### src/rtl/score_ctrl_if.sv
// Score controller bus: game event pulses in, score/display state out.
interface score_ctrl_if;
    logic       start;
    logic       pass;
    logic       crash;
    logic       frame_start;
    logic [1:0] game_state;
    logic [9:0] score;
    logic [9:0] high_score;
    logic       new_high;
    logic [3:0] disp_d2;
    logic [3:0] disp_d1;
    logic [3:0] disp_d0;
    logic       busy;
    logic       done;

    modport master (
        output start, pass, crash, frame_start,
        input  game_state, score, high_score, new_high,
        input  disp_d2, disp_d1, disp_d0, busy, done
    );

    modport slave (
        input  start, pass, crash, frame_start,
        output game_state, score, high_score, new_high,
        output disp_d2, disp_d1, disp_d0, busy, done
    );
endinterface

### src/rtl/score_ctrl.sv
// Game score keeper with a per-frame binary-to-BCD (double dabble)
// converter feeding a tear-free three-digit display latch.
module score_ctrl #(
    parameter int unsigned MAX_SCORE = 999,
    parameter int unsigned CONV_BITS = 10
) (
    input  logic         clk,
    input  logic         rst_n,
    score_ctrl_if.slave  bus
);

    localparam logic [1:0] ST_IDLE    = 2'b00;
    localparam logic [1:0] ST_PLAYING = 2'b01;
    localparam logic [1:0] ST_OVER    = 2'b10;

    localparam logic [1:0] CONV_IDLE  = 2'b00;
    localparam logic [1:0] SHIFT      = 2'b01;
    localparam logic [1:0] DONE       = 2'b10;

    localparam logic [CONV_BITS-1:0] W_MAX = CONV_BITS'(MAX_SCORE);
    localparam logic [3:0]           LAST  = 4'(CONV_BITS - 1);

    logic [1:0]           r_gstate;
    logic [CONV_BITS-1:0] r_score;
    logic [CONV_BITS-1:0] r_high;
    logic                 r_new_high;

    logic [1:0]           r_cstate;
    logic [CONV_BITS-1:0] r_bin;
    logic [11:0]          r_bcd;
    logic [3:0]           r_cnt;
    logic [3:0]           r_d2;
    logic [3:0]           r_d1;
    logic [3:0]           r_d0;
    logic                 r_busy;
    logic                 r_done;

    logic [CONV_BITS-1:0] w_src;
    logic [11:0]          w_bcd_adj;

    // Game FSM: start/crash sequencing, saturating score, high-score capture.
    always_ff @(posedge clk) begin
        if (!rst_n) begin
            r_gstate   <= ST_IDLE;
            r_score    <= '0;
            r_high     <= '0;
            r_new_high <= 1'b0;
        end else begin
            case (r_gstate)
                ST_IDLE, ST_OVER: begin
                    if (bus.start) begin
                        r_gstate   <= ST_PLAYING;
                        r_score    <= '0;
                        r_new_high <= 1'b0;
                    end
                end
                ST_PLAYING: begin
                    // crash takes priority, so a coincident pass never counts
                    if (bus.crash) begin
                        r_gstate <= ST_OVER;
                        if (r_score > r_high) begin
                            r_high     <= r_score;
                            r_new_high <= 1'b1;
                        end
                    end else if (bus.pass && (r_score < W_MAX)) begin
                        r_score <= r_score + 1'b1;
                    end
                end
                default: r_gstate <= ST_IDLE;
            endcase
        end
    end

    // Pick what the display shows and precompute the add-3 correction.
    always_comb begin
        w_src = (r_gstate == ST_IDLE) ? r_high : r_score;
        w_bcd_adj = r_bcd;
        for (int unsigned i = 0; i < 3; i++) begin
            if (r_bcd[i*4 +: 4] >= 4'd5) begin
                w_bcd_adj[i*4 +: 4] = r_bcd[i*4 +: 4] + 4'd3;
            end
        end
    end

    // Conversion FSM: snapshot at frame_start, CONV_BITS dabble steps, latch digits.
    always_ff @(posedge clk) begin
        if (!rst_n) begin
            r_cstate <= CONV_IDLE;
            r_bin    <= '0;
            r_bcd    <= '0;
            r_cnt    <= '0;
            r_d2     <= '0;
            r_d1     <= '0;
            r_d0     <= '0;
            r_busy   <= 1'b0;
            r_done   <= 1'b0;
        end else begin
            // busy trails the SHIFT state by one edge so it spans exactly the
            // ten cycles that follow each iteration edge
            r_busy <= (r_cstate == SHIFT);
            r_done <= 1'b0;
            case (r_cstate)
                CONV_IDLE: begin
                    if (bus.frame_start) begin
                        r_bin    <= w_src;
                        r_bcd    <= '0;
                        r_cnt    <= '0;
                        r_cstate <= SHIFT;
                    end
                end
                SHIFT: begin
                    r_bcd <= {w_bcd_adj[10:0], r_bin[CONV_BITS-1]};
                    r_bin <= {r_bin[CONV_BITS-2:0], 1'b0};
                    r_cnt <= r_cnt + 4'd1;
                    if (r_cnt == LAST) begin
                        r_cstate <= DONE;
                    end
                end
                DONE: begin
                    r_d2     <= r_bcd[11:8];
                    r_d1     <= r_bcd[7:4];
                    r_d0     <= r_bcd[3:0];
                    r_done   <= 1'b1;
                    r_cstate <= CONV_IDLE;
                end
                default: r_cstate <= CONV_IDLE;
            endcase
        end
    end

    assign bus.game_state = r_gstate;
    assign bus.score      = r_score;
    assign bus.high_score = r_high;
    assign bus.new_high   = r_new_high;
    assign bus.disp_d2    = r_d2;
    assign bus.disp_d1    = r_d1;
    assign bus.disp_d0    = r_d0;
    assign bus.busy       = r_busy;
    assign bus.done       = r_done;

endmodule

### src/flat_wrapper.sv
// flat-port wrapper written by rule: the top's interface ports become plain ports
module score_ctrl_flat 
#(
    parameter int unsigned MAX_SCORE = 999,
    parameter int unsigned CONV_BITS = 10
)
  (clk, rst_n, bus_start, bus_pass, bus_crash, bus_frame_start, bus_game_state, bus_score, bus_high_score, bus_new_high, bus_disp_d2, bus_disp_d1, bus_disp_d0, bus_busy, bus_done);
  score_ctrl_if bus_i ();
  input  logic clk;
  input  logic rst_n;
  input wire logic [$bits(bus_i.start)-1:0] bus_start;
  input wire logic [$bits(bus_i.pass)-1:0] bus_pass;
  input wire logic [$bits(bus_i.crash)-1:0] bus_crash;
  input wire logic [$bits(bus_i.frame_start)-1:0] bus_frame_start;
  output wire logic [$bits(bus_i.game_state)-1:0] bus_game_state;
  output wire logic [$bits(bus_i.score)-1:0] bus_score;
  output wire logic [$bits(bus_i.high_score)-1:0] bus_high_score;
  output wire logic [$bits(bus_i.new_high)-1:0] bus_new_high;
  output wire logic [$bits(bus_i.disp_d2)-1:0] bus_disp_d2;
  output wire logic [$bits(bus_i.disp_d1)-1:0] bus_disp_d1;
  output wire logic [$bits(bus_i.disp_d0)-1:0] bus_disp_d0;
  output wire logic [$bits(bus_i.busy)-1:0] bus_busy;
  output wire logic [$bits(bus_i.done)-1:0] bus_done;
  assign bus_i.start = bus_start;
  assign bus_i.pass = bus_pass;
  assign bus_i.crash = bus_crash;
  assign bus_i.frame_start = bus_frame_start;
  assign bus_game_state = bus_i.game_state;
  assign bus_score = bus_i.score;
  assign bus_high_score = bus_i.high_score;
  assign bus_new_high = bus_i.new_high;
  assign bus_disp_d2 = bus_i.disp_d2;
  assign bus_disp_d1 = bus_i.disp_d1;
  assign bus_disp_d0 = bus_i.disp_d0;
  assign bus_busy = bus_i.busy;
  assign bus_done = bus_i.done;
  score_ctrl #(.MAX_SCORE(MAX_SCORE), .CONV_BITS(CONV_BITS)) u_core (.clk(clk), .rst_n(rst_n), .bus(bus_i));
endmodule
### config.mk
export PLATFORM = sky130hd
export DESIGN_NAME = score_ctrl_flat
export DESIGN_NICKNAME = d
export VERILOG_FILES = /design/src/rtl/score_ctrl_if.sv /design/src/rtl/score_ctrl.sv /design/src/flat_wrapper.sv
export SDC_FILE = /design/constraint.sdc
export NUM_CORES = 1
export LEC_CHECK = 0
export BUFFER_PORTS_ARGS = -buffer_cell sky130_fd_sc_hd__buf_2
export CAP_MARGIN = 15
export CELL_PAD_IN_SITES_DETAIL_PLACEMENT = 1
export CELL_PAD_IN_SITES_GLOBAL_PLACEMENT = 2
export CORE_ASPECT_RATIO = 1.1
export CORE_MARGIN = 1
export CORE_UTILIZATION = 39
export CTS_BUF_LIST = sky130_fd_sc_hd__clkbuf_4
export CTS_CLUSTER_DIAMETER = 120
export DETAILED_ROUTE_END_ITERATION = 6
export PLACE_DENSITY_LB_ADDON = 0.1
export SLEW_MARGIN = 10
export SYNTH_ARGS = -nofsm -noshare
export SYNTH_HDL_FRONTEND = slang
export SYNTH_SLANG_ARGS = --single-unit
### constraint.sdc
create_clock -name clk -period 2.7 [get_ports clk]
set_input_delay 0.54 -clock clk [delete_from_list [all_inputs] [get_ports clk]]
set_output_delay 0.54 -clock clk [all_outputs]
set_load 0.02 [all_outputs]
==> results of run 1 <==
[kinds of logic after synthesis]
kind of cell    share of synthesized area
simple gates                       0.1883
compound gates                     0.1749
buf+inv                           0.05660
flops                              0.4088
fa+ha+maj                         0.07469
mux                               0.06643
xor+xnor                          0.03027
[worst min-delay path, stage by stage]
cell and delay, ps:
buf_2 90, or3b_2 100, a21oi_1 50
[layer usage]
layer / global-route usage / part of all wire / up-vias
li1: - / - / 1342
met1: 0.2239 / 0.44 / 1276
met2: 0.3637 / 0.53 / 33
met3: 0.03072 / 0.022 / 10
met4: 0.08189 / 0.014 / 0
met5: 0 / 0 / -
[area by class of cell]
type,instances,area [sq um],share of cell area
multi-input combinational,258,1702,0.4712
sequential,65,1301,0.3604
timing repair buffer,51,277.8,0.07692
tap,108,135.1,0.03742
inverter,21,78.83,0.02183
clock buffer,9,67.56,0.01871
clock inverter,5,48.80,0.01351
[worst max-delay path by stage]
stage / from / to / slack, ps
6_report: u_core.bus.high_score[7] / u_core.bus.high_score[0] / 670
5_1_grt: u_core.bus.high_score[7] / u_core.bus.high_score[5] / 520
4_1_cts: u_core.bus.high_score[7] / u_core.bus.high_score[0] / 670
3_5_place_dp: u_core.bus.score[6] / u_core.bus.high_score[0] / 700
3_3_place_gp: u_core.bus.score[5] / u_core.bus.high_score[1] / 730
2_1_floorplan: u_core.bus.high_score[7] / u_core.bus.high_score[2] / 770
[cell usage in the layout, fill, tap and decap left out, drive strengths merged, types with 2 or more instances in the layout]
cell	count
a22oi	6
ha	19
a222oi	9
dfxtp	65
mux2i	11
mux2	9
a21oi	35
nand4	6
nor2b	4
nand2	53
nor3b	2
inv	21
xor2	5
a31o	2
clkinv	4
o21ai	11
a211oi	3
nor2	41
clkbuf	9
nand3	5
buf	51
nor3	6
a2bb2oi	2
nand2b	8
xnor2	6
[sequential cells by signal (all words and copies together), names as in the netlist, 2 cells and up]
register,cells
u_core.r_bcd,12
u_core.bus.high_score,10
u_core.bus.score,10
u_core.r_bin,10
u_core.bus.disp_d0,4
u_core.bus.disp_d1,4
u_core.bus.disp_d2,4
u_core.r_cnt,4
u_core.bus.game_state,2
u_core.r_cstate,2
[power breakdown]
| group | leakage (nW) | switching, W | internal (W) |
|---|---|---|---|
| Clock | 0.0688 | 0.000356 | 0.000265 |
| Sequential | 0.524 | 0.00000711 | 0.000964 |
| Combinational | 0.822 | 0.0000701 | 0.0000297 |
| Total | 1.42 | 0.000433 | 0.00126 |
[metrics by stage]
step | util | instances
floorplan | - | 364
global placement | 0.4417 | 503
detailed placement | 0.4417 | 503
CTS | 0.4564 | 517
global route | 0.4564 | 517
finish | 0.4564 | 517
==> flow_metrics.py, run 1 <==
metrics = {
    "global_routing": {
        "grt-ovfl-total": 0,
        "antenna_found_initial": 0,
        "grt_max_degree": 46,
        "grt_usage": 0.1991,
        "first_global_vias": 2691,
        "grt_pass1_wl_um": 13030,
    },
    "flow_run": {
        "maxCapViolCount": 0,
    },
    "timing": {
        "setup_ws_ps": 672.8,
        "worstMarginPinSlew_ps": 796.8,
        "hold-worst-slack_ps": 420.2,
        "setup_tns_ps": 0,
        "finClkSkew_ps": 13.48,
        "period_needed_ps": 2027,
        "timing.final.crit_share": 0.7508,
        "rsz0062_at_grt": "no",
        "final_max_slew_viol_count": 0,
        "fmax_ghz": 0.4933,
        "hold_violations": 0,
        "relSlewSlack": 0.4677,
        "finalSetupViolCount": 0,
    },
    "floorplanning": {
        "initial_core_util": 0.4023,
        "num_rows": 34,
        "fp.dieW_um": 88.14,
        "dieArea_sq_um": 8527,
        "coreArea_sq_um": 7913,
        "io_pins": 43,
        "dieHeight_um": 96.75,
    },
    "clocking": {
        "clock_latency_ps": 410,
        "ctsResizeCount": 0,
        "clk_pin_slew_ps": 100,
        "hold_buffers": 0,
        "post_cts_buffers": 0,
        "clock_path_buffers": 2,
        "htree_levels": 3,
        "cts_tree": "done",
        "cts_inserted_buffers": 9,
        "cts_root_buf": "clkbuf_4",
        "cts.sinks": 65,
    },
    "placement": {
        "dp_hpwl_um": 5674,
        "place_ws_ps": 703.8,
        "gp_congestion": 0.7701,
        "dpl-instance-area_sq_um": 3495,
        "port_buffers": 42,
    },
    "synthesis": {
        "yosysMostFrequentCell": "dfxtp_1",
        "yosysSeqAreaShare": 0.4088,
        "synth_warnings": 0,
        "syn-cell-area_sq_um": 3183,
        "avgSynthCellArea_sq_um": 8.745,
        "yosys.area.top_type": "dfxtp_1",
        "syn_inst": 364,
        "synth-edff-count": 0,
        "yosysTopAreaCellShare": 0.4088,
        "ys_async_sr_fraction": 0,
        "synth_fp_nets": 389,
        "ys_ff_latch": 65,
        "yosysUniqueCellTypes": 49,
        "ys.flop_type": "dfxtp_1",
        "synth.area.top_cells": "dfxtp_1 41%, ha_1 7.5%, nand2_1 6.3%",
        "netlist_top_cells_count": "65 x dfxtp_1, 53 x nand2_1, 41 x nor2_1",
    },
    "setup_path": {
        "r2r-start": "u_core.bus.high_score[7]",
        "cp_slowest_cell": "dfxtp_1",
        "r2r_slack_ps": 670,
        "crit_fanout": 7,
        "timing.rr.end": "u_core.bus.high_score[0]",
        "cp_top_family": "simple AND/OR/NAND/NOR gates",
        "critPathMaxStageDelay_ps": 410,
        "crit_cells": 8,
        "crit_chain": "inv_1, ha_1, nand4_1, nor3_1, a21oi_1, a31oi_1, buf_4, mux2i_1",
        "worst_r2r_path_depth": 8,
        "worstSetupEndpointType": "flip-flop",
        "cp.required_ps": 3040,
        "start_kind": "flip-flop",
        "path_buf_inv": 2,
        "critical_path_class": "reg2reg",
        "crit_arrival_ps": 2360,
    },
    "routing": {
        "drc_errors": 0,
        "firstDrtPassIters": 5,
        "routed_wl_um": 7946,
        "vias": 2661,
        "viasPerCell": 5.147,
        "ant_nets": 0,
        "drt_iter0_drc": 79,
        "routedWlPerCell_um": 15.37,
    },
    "power_and_ir_drop": {
        "power_w": 0.001692,
        "power_leakage_nw": 1.415,
        "powerDensity_nw_per_um2": 468.6,
        "ir_worst_vdd_v": 0.0001706,
    },
    "final_layout": {
        "final_area_sq_um": 3611,
        "fill_cells": 977,
        "drive_gt1_frac": 0.2103,
        "areaGrowthSynthToFinish_pct": 13.44,
        "nets": 431,
        "diodes": 0,
    },
    "hold_path": {
        "min_from": "bus_start",
        "min_to": "u_core.bus.game_state[1]",
        "hold_depth": 3,
        "min-delay-path-class": "in2reg",
    },
    "status": {
        "outcome": "completed",
    },
}
Note: power is estimated with default switching activity, not from simulation.
==> run 2: changes to the inputs <==
- ABC_AREA: default -> 1
- CORE_UTILIZATION: 39 -> 34
- clock period: 2.7 -> 2.1 ns (I/O delays scaled with it)
==> run 2 against run 1 <==
Via count rose by 22%. Clock power rose by 18%. Sequential power rose by 34%. Global-route usage rose by 0.71 points. Critical endpoint is now u_core.bus.high_score[9].
==> flow_metrics.py, run 2 <==
metrics = {
    "status": {
        "outcome": "completed",
    },
    "final_layout": {
        "largest_reg_flops": 12,
        "regMostFlops": "u_core.r_bcd",
        "post-route-util": 0.4061,
        "final_cell_mix": "97 x nand2_1, 67 x inv_1, 65 x dfxtp_1",
        "nets": 541,
        "instances_no_fill": 638,
        "final_common_cell": "nand2_1",
        "fill_cells": 1245,
        "diodes": 0,
        "drive_gt1_frac": 0.1708,
        "areaGrowthSynthToFinish_pct": 15.71,
    },
    "synthesis": {
        "ys.flop_type": "dfxtp_1",
        "yosysSeqAreaShare": 0.3945,
        "syn-cell-area_sq_um": 3298,
        "yosysMostFrequentCell": "nand2_1",
        "synth_warnings": 0,
        "synth_fp_nets": 488,
        "syn_inst": 463,
        "synth_xor_area_frac": 0.01328,
        "synth.area.top_cells": "dfxtp_1 39%, nand2_1 11%, inv_1 7.6%",
        "ys_async_sr_fraction": 0,
        "synth-edff-count": 0,
        "synth_fa_ha_area_frac": 0.07208,
        "yosysUniqueCellTypes": 30,
        "yosysTopAreaCellShare": 0.3945,
        "netlist_top_cells_count": "97 x nand2_1, 67 x inv_1, 65 x dfxtp_1",
        "synth_top_family_by_area": "simple AND/OR/NAND/NOR gates",
        "ys_ff_latch": 65,
        "synth_mux_area_frac": 0,
        "synth-simple-area-share": 0.2492,
        "yosys.area.top_type": "dfxtp_1",
        "avgSynthCellArea_sq_um": 7.123,
        "synth_compound_area_frac": 0.1627,
    },
    "setup_path": {
        "critical_path_class": "reg2reg",
        "cp_slowest_cell": "dfxtp_1",
        "critPathMaxStageDelay_ps": 350,
        "worstSetupEndpointType": "flip-flop",
        "cp.required_ps": 2460,
        "crit_arrival_ps": 2130,
        "start_kind": "flip-flop",
        "crit_fanout": 10,
        "crit_chain": "inv_1, ha_1, nand2_1, nor2_2, nand3_1, nand3_1, nand3_2, nand2_1, inv_1, nor2_1",
    },
    "hold_path": {
        "min-delay-path-class": "in2reg",
    },
    "timing": {
        "setup_tns_ps": 0,
        "fmax_ghz": 0.5634,
        "hold-worst-slack_ps": 281.2,
        "hold_violations": 0,
        "final_max_slew_viol_count": 0,
        "timing.final.crit_share": 0.8452,
        "worstMarginPinSlew_ps": 620.6,
        "finalSetupViolCount": 0,
        "finClkSkew_ps": 13.35,
        "period_needed_ps": 1775,
        "relSlewSlack": 0.5847,
        "rsz0062_at_grt": "no",
    },
    "clocking": {
        "htree_levels": 3,
        "hold_buffers": 0,
        "clk_pin_slew_ps": 110,
        "clock_path_buffers": 2,
        "cts_root_buf": "clkbuf_4",
        "cts_tree": "done",
        "cts_inserted_buffers": 9,
        "clock_latency_ps": 410,
        "cts.sinks": 65,
    },
    "routing": {
        "drt_iter0_drc": 57,
        "ant_nets": 0,
        "vias": 3234,
        "routedWlPerCell_um": 14.95,
        "drc_errors": 0,
        "viasPerCell": 5.069,
        "routed_wl_um": 9540,
        "firstDrtPassIters": 4,
    },
    "global_routing": {
        "grt-ovfl-total": 0,
        "grt_max_degree": 28,
        "grt_usage": 0.2062,
        "grt_pass1_wl_um": 15810,
        "first_global_vias": 3227,
        "antenna_found_initial": 0,
    },
    "placement": {
        "dp_hpwl_um": 7130,
        "gp_congestion": 0.8153,
        "dp.cells": 622,
        "port_buffers": 42,
    },
    "floorplanning": {
        "num_rows": 37,
        "initial_core_util": 0.3510,
        "io_pins": 43,
        "dieArea_sq_um": 10100,
        "dieHeight_um": 105.3,
        "fp.dieW_um": 95.91,
        "coreArea_sq_um": 9398,
    },
    "power_and_ir_drop": {
        "ir_worst_vdd_v": 0.0002273,
        "power_leakage_nw": 1.677,
        "powerDensity_nw_per_um2": 682.6,
        "power_w": 0.002605,
    },
    "flow_run": {
        "maxCapViolCount": 0,
    },
}
==> run 2: cell types whose count changed after synthesis, sizes merged, moves of 11 or more <==
| cell | change |
|---|---|
| a21oi | +15 |
| nand3 | +24 |
| mux2i | -11 |
| nand2 | +47 |
| o21ai | +20 |
| inv | +48 |
==> run 2: final timing paths <==
check                                 from  depth (start not counted)  slack (ps)                        to
setup / recovery  u_core.bus.high_score[9]                         10         330  u_core.bus.high_score[9]
hold / removal                   bus_start                          4         280  u_core.bus.game_state[1]
hold reg to reg        u_core.bus.new_high                          2         460       u_core.bus.new_high
setup reg to reg  u_core.bus.high_score[9]                         10         330  u_core.bus.high_score[9]
==> run 2: timing repair <==
| action | 4_1_cts | 5_1_grt |
|---|---|---|
| endpoints found under the setup margin | 0 | 6 |
| resized for setup | 0 | 1 |
| buffers inserted | 0 | 0 |
==> run 2: power by group <==
group / total, W / internal, W / switching (W)
clock: 0.000730 / 0.000275 / 0.000456
sequential: 0.00130 / 0.00127 / 0.0000273
combinational: 0.000573 / 0.000180 / 0.000393
total: 0.00261 / 0.00173 / 0.000876
==> run 2: final cells by class <==
class                   count  area (sq um)  share of cell area
multi-input cells         309          1643              0.4305
flip-flops and latches     65          1301              0.3410
repair buffers             61         352.8             0.09246
inverters                  70         262.8             0.06885
well taps                 117         146.4             0.03836
clock buffers              12         90.09             0.02361
clock inverters             4         20.02            0.005246
==> run 2: logic make-up (layout without fill, tap and decap cells) <==
group,after synthesis,in the layout
compound gates,99,99
xor+xnor,5,5
fa+ha+maj,19,19
buf+inv,89,147
flops,65,65
simple gates,186,186
==> run 2: stage by stage <==
step                setup WS, ps  area (sq um)
finish                     325.2          3816
global route               88.97          3816
CTS                        240.0          3814
detailed placement         285.5          3704
global placement           427.6          3704
floorplan                  439.9          3298
==> run 2: per-layer routing <==
metal / track usage / up-vias / share of wire
li1: - / 1617 / -
met1: 0.2521 / 1555 / 0.45
met2: 0.3469 / 46 / 0.50
met3: 0.03896 / 16 / 0.025
met4: 0.08955 / 0 / 0.024
met5: 0 / - / 0
==> run 2: worst max-delay path: cells and delay by family, from the launching register on <==
family | cells | cell delay [ps]
simple gates | 7 | 960
fa+ha+maj | 1 | 290
buf+inv | 2 | 110
flops | 1 | 350
==> run 3: changes to the inputs <==
- ABC_AREA: 1 -> 0
- CORE_UTILIZATION: 34 -> 33
- clock period: 2.1 -> 1.5 ns (I/O delays scaled with it)
==> run 3 against run 2 <==
The flow now finishes with violations (setup timing). Combinational power fell by 58%. Setup slack got worse by 660 ps. Clock skew fell by 1.7 ps. Register-to-register slack got worse by 660 ps. Sequential power rose by 32%. Sequential share of layout area fell by 4.2 points. Clock power rose by 86%. Global-route usage fell by 0.78 points. Largest cell class unchanged.
==> flow_metrics.py, run 3 (synthesis results as in run 1) <==
metrics = {
    "status": {
        "outcome": "complete, but fails checks",
        "violations": "setup timing",
    },
    "setup_path": {
        "crit_chain": "inv_4, ha_4, nand4_1, nor3_2, buf_4, a31o_4, a31oi_4, buf_12, mux2i_2",
        "timing.rr.end": "u_core.bus.high_score[3]",
        "start_kind": "flip-flop",
        "cp.required_ps": 1830,
        "critPathMaxStageDelay_ps": 380,
        "r2r_slack_ps": -340,
        "worstSetupEndpointType": "flip-flop",
        "crit_arrival_ps": 2170,
        "critical_path_class": "reg2reg",
        "r2r-start": "u_core.bus.high_score[6]",
        "crit_fanout": 6,
        "cp_slowest_cell": "dfxtp_4",
        "worst_r2r_path_depth": 9,
    },
    "routing": {
        "vias": 2945,
        "drt_iter0_drc": 126,
        "firstDrtPassIters": 4,
        "viasPerCell": 5.017,
        "routed_wl_um": 9551,
        "ant_nets": 0,
        "drc_errors": 0,
        "routedWlPerCell_um": 16.27,
    },
    "timing": {
        "relSlewSlack": 0.6244,
        "finalSetupViolCount": 22,
        "final_max_slew_viol_count": 0,
        "hold_violations": 0,
        "fmax_ghz": 0.5441,
        "finClkSkew_ps": 11.65,
        "timing.final.crit_share": 1.225,
        "setup_ws_ps": -337.9,
        "rsz0062_at_grt": "yes",
        "period_needed_ps": 1838,
        "hold-worst-slack_ps": 170.3,
        "worstMarginPinSlew_ps": 562.2,
    },
    "placement": {
        "dp_hpwl_um": 6649,
        "place_ws_ps": -274.1,
        "gp_congestion": 0.7596,
        "port_buffers": 42,
    },
    "clocking": {
        "clock_path_buffers": 2,
        "htree_levels": 3,
        "cts_inserted_buffers": 9,
        "cts.sinks": 65,
        "clk_pin_slew_ps": 120,
        "cts_tree": "done",
        "hold_buffers": 0,
        "cts_root_buf": "clkbuf_4",
        "clock_latency_ps": 410,
    },
    "power_and_ir_drop": {
        "ir_worst_vdd_v": 0.0003585,
        "powerDensity_nw_per_um2": 720.4,
        "power_leakage_nw": 1.824,
        "power_w": 0.003318,
    },
    "floorplanning": {
        "num_rows": 37,
        "coreArea_sq_um": 9351,
        "dieArea_sq_um": 10040,
        "io_pins": 43,
        "dieHeight_um": 105.0,
        "fp.dieW_um": 95.64,
        "initial_core_util": 0.3404,
    },
    "final_layout": {
        "drive_gt1_frac": 0.4520,
        "areaGrowthSynthToFinish_pct": 44.69,
        "regMostFlops": "u_core.r_bcd",
        "final_cell_mix": "51 x nand2_1, 49 x buf_4, 38 x nor2_1, 38 x dfxtp_1, 37 x buf_2",
        "final_common_cell": "nand2_1",
        "nets": 489,
        "largest_reg_flops": 12,
    },
    "hold_path": {
        "min_from": "bus_start",
        "min_to": "u_core.bus.game_state[1]",
        "min-delay-path-class": "in2reg",
        "hold_depth": 3,
    },
    "global_routing": {
        "grt-ovfl-total": 0,
        "grt_pass1_wl_um": 14930,
        "grt_usage": 0.1985,
        "antenna_found_initial": 1,
        "first_global_vias": 3024,
        "grt_max_degree": 28,
    },
    "flow_run": {
        "maxCapViolCount": 0,
    },
}
==> run 3: critical path, delay by kind of cell, from the launching register on <==
kind | cells | cell delay (ps)
flops | 1 | 380
buf+inv | 3 | 330
fa+ha+maj | 1 | 220
simple gates | 2 | 190
compound gates | 2 | 420
mux | 1 | 200
==> run 3: stage by stage <==
stage	setup TNS [ps]	area [sq um]	util	cells
final	-4279	4606	0.4925	587
after global routing	-6069	4606	0.4925	587
after CTS	-3843	4408	0.4714	578
after detailed placement	-3543	3993	0.4269	551
after global placement	-2424	3993	0.4269	551
after floorplan	-1517	3349	-	364
==> run 3: area by class of cell <==
type | count | area, sq um
diodes | 1 | 2.502
clock buffers | 10 | 75.07
clock inverters | 6 | 82.58
fillers | 1096 | 4746
inverters | 21 | 87.58
multi-input cells | 258 | 1976
flip-flops and latches | 65 | 1375
well taps | 117 | 146.4
repair buffers | 109 | 860.8
==> run 3: how the worst max path moves through the flow <==
stage,start,to,slack (ps)
2_1_floorplan,u_core.bus.high_score[8],u_core.bus.high_score[1],-150
3_3_place_gp,u_core.bus.high_score[6],u_core.bus.new_high,-170
3_5_place_dp,u_core.bus.high_score[6],u_core.bus.high_score[3],-270
4_1_cts,u_core.bus.high_score[8],u_core.bus.high_score[3],-310
5_1_grt,u_core.bus.high_score[6],u_core.bus.high_score[3],-410
6_report,u_core.bus.high_score[6],u_core.bus.high_score[3],-340
==> run 3: per-layer routing <==
| layer | wire, um | global-route usage |
|---|---|---|
| met1 | 3845 | 0.2171 |
| met2 | 5303 | 0.3648 |
| met3 | 216 | 0.03930 |
| met4 | 185 | 0.07783 |
| met5 | 0 | 0 |
==> run 3: repair_timing <==
item	CTS	global route
setup endpoints to repair	30	41
gates cloned	0	1
hold endpoints to repair	0	0
pin swaps	11	24
buffers inserted	11	7
gates resized for setup	42	32
==> run 3: report_power, final <==
part	switching (W)	leakage [nW]	internal [W]	total, W
Sequential	0.0000145	0.542	0.00171	0.00172
Clock	0.000671	0.0777	0.000684	0.00136
Combinational	0.000148	1.20	0.0000909	0.000239
Total	0.000834	1.82	0.00248	0.00332
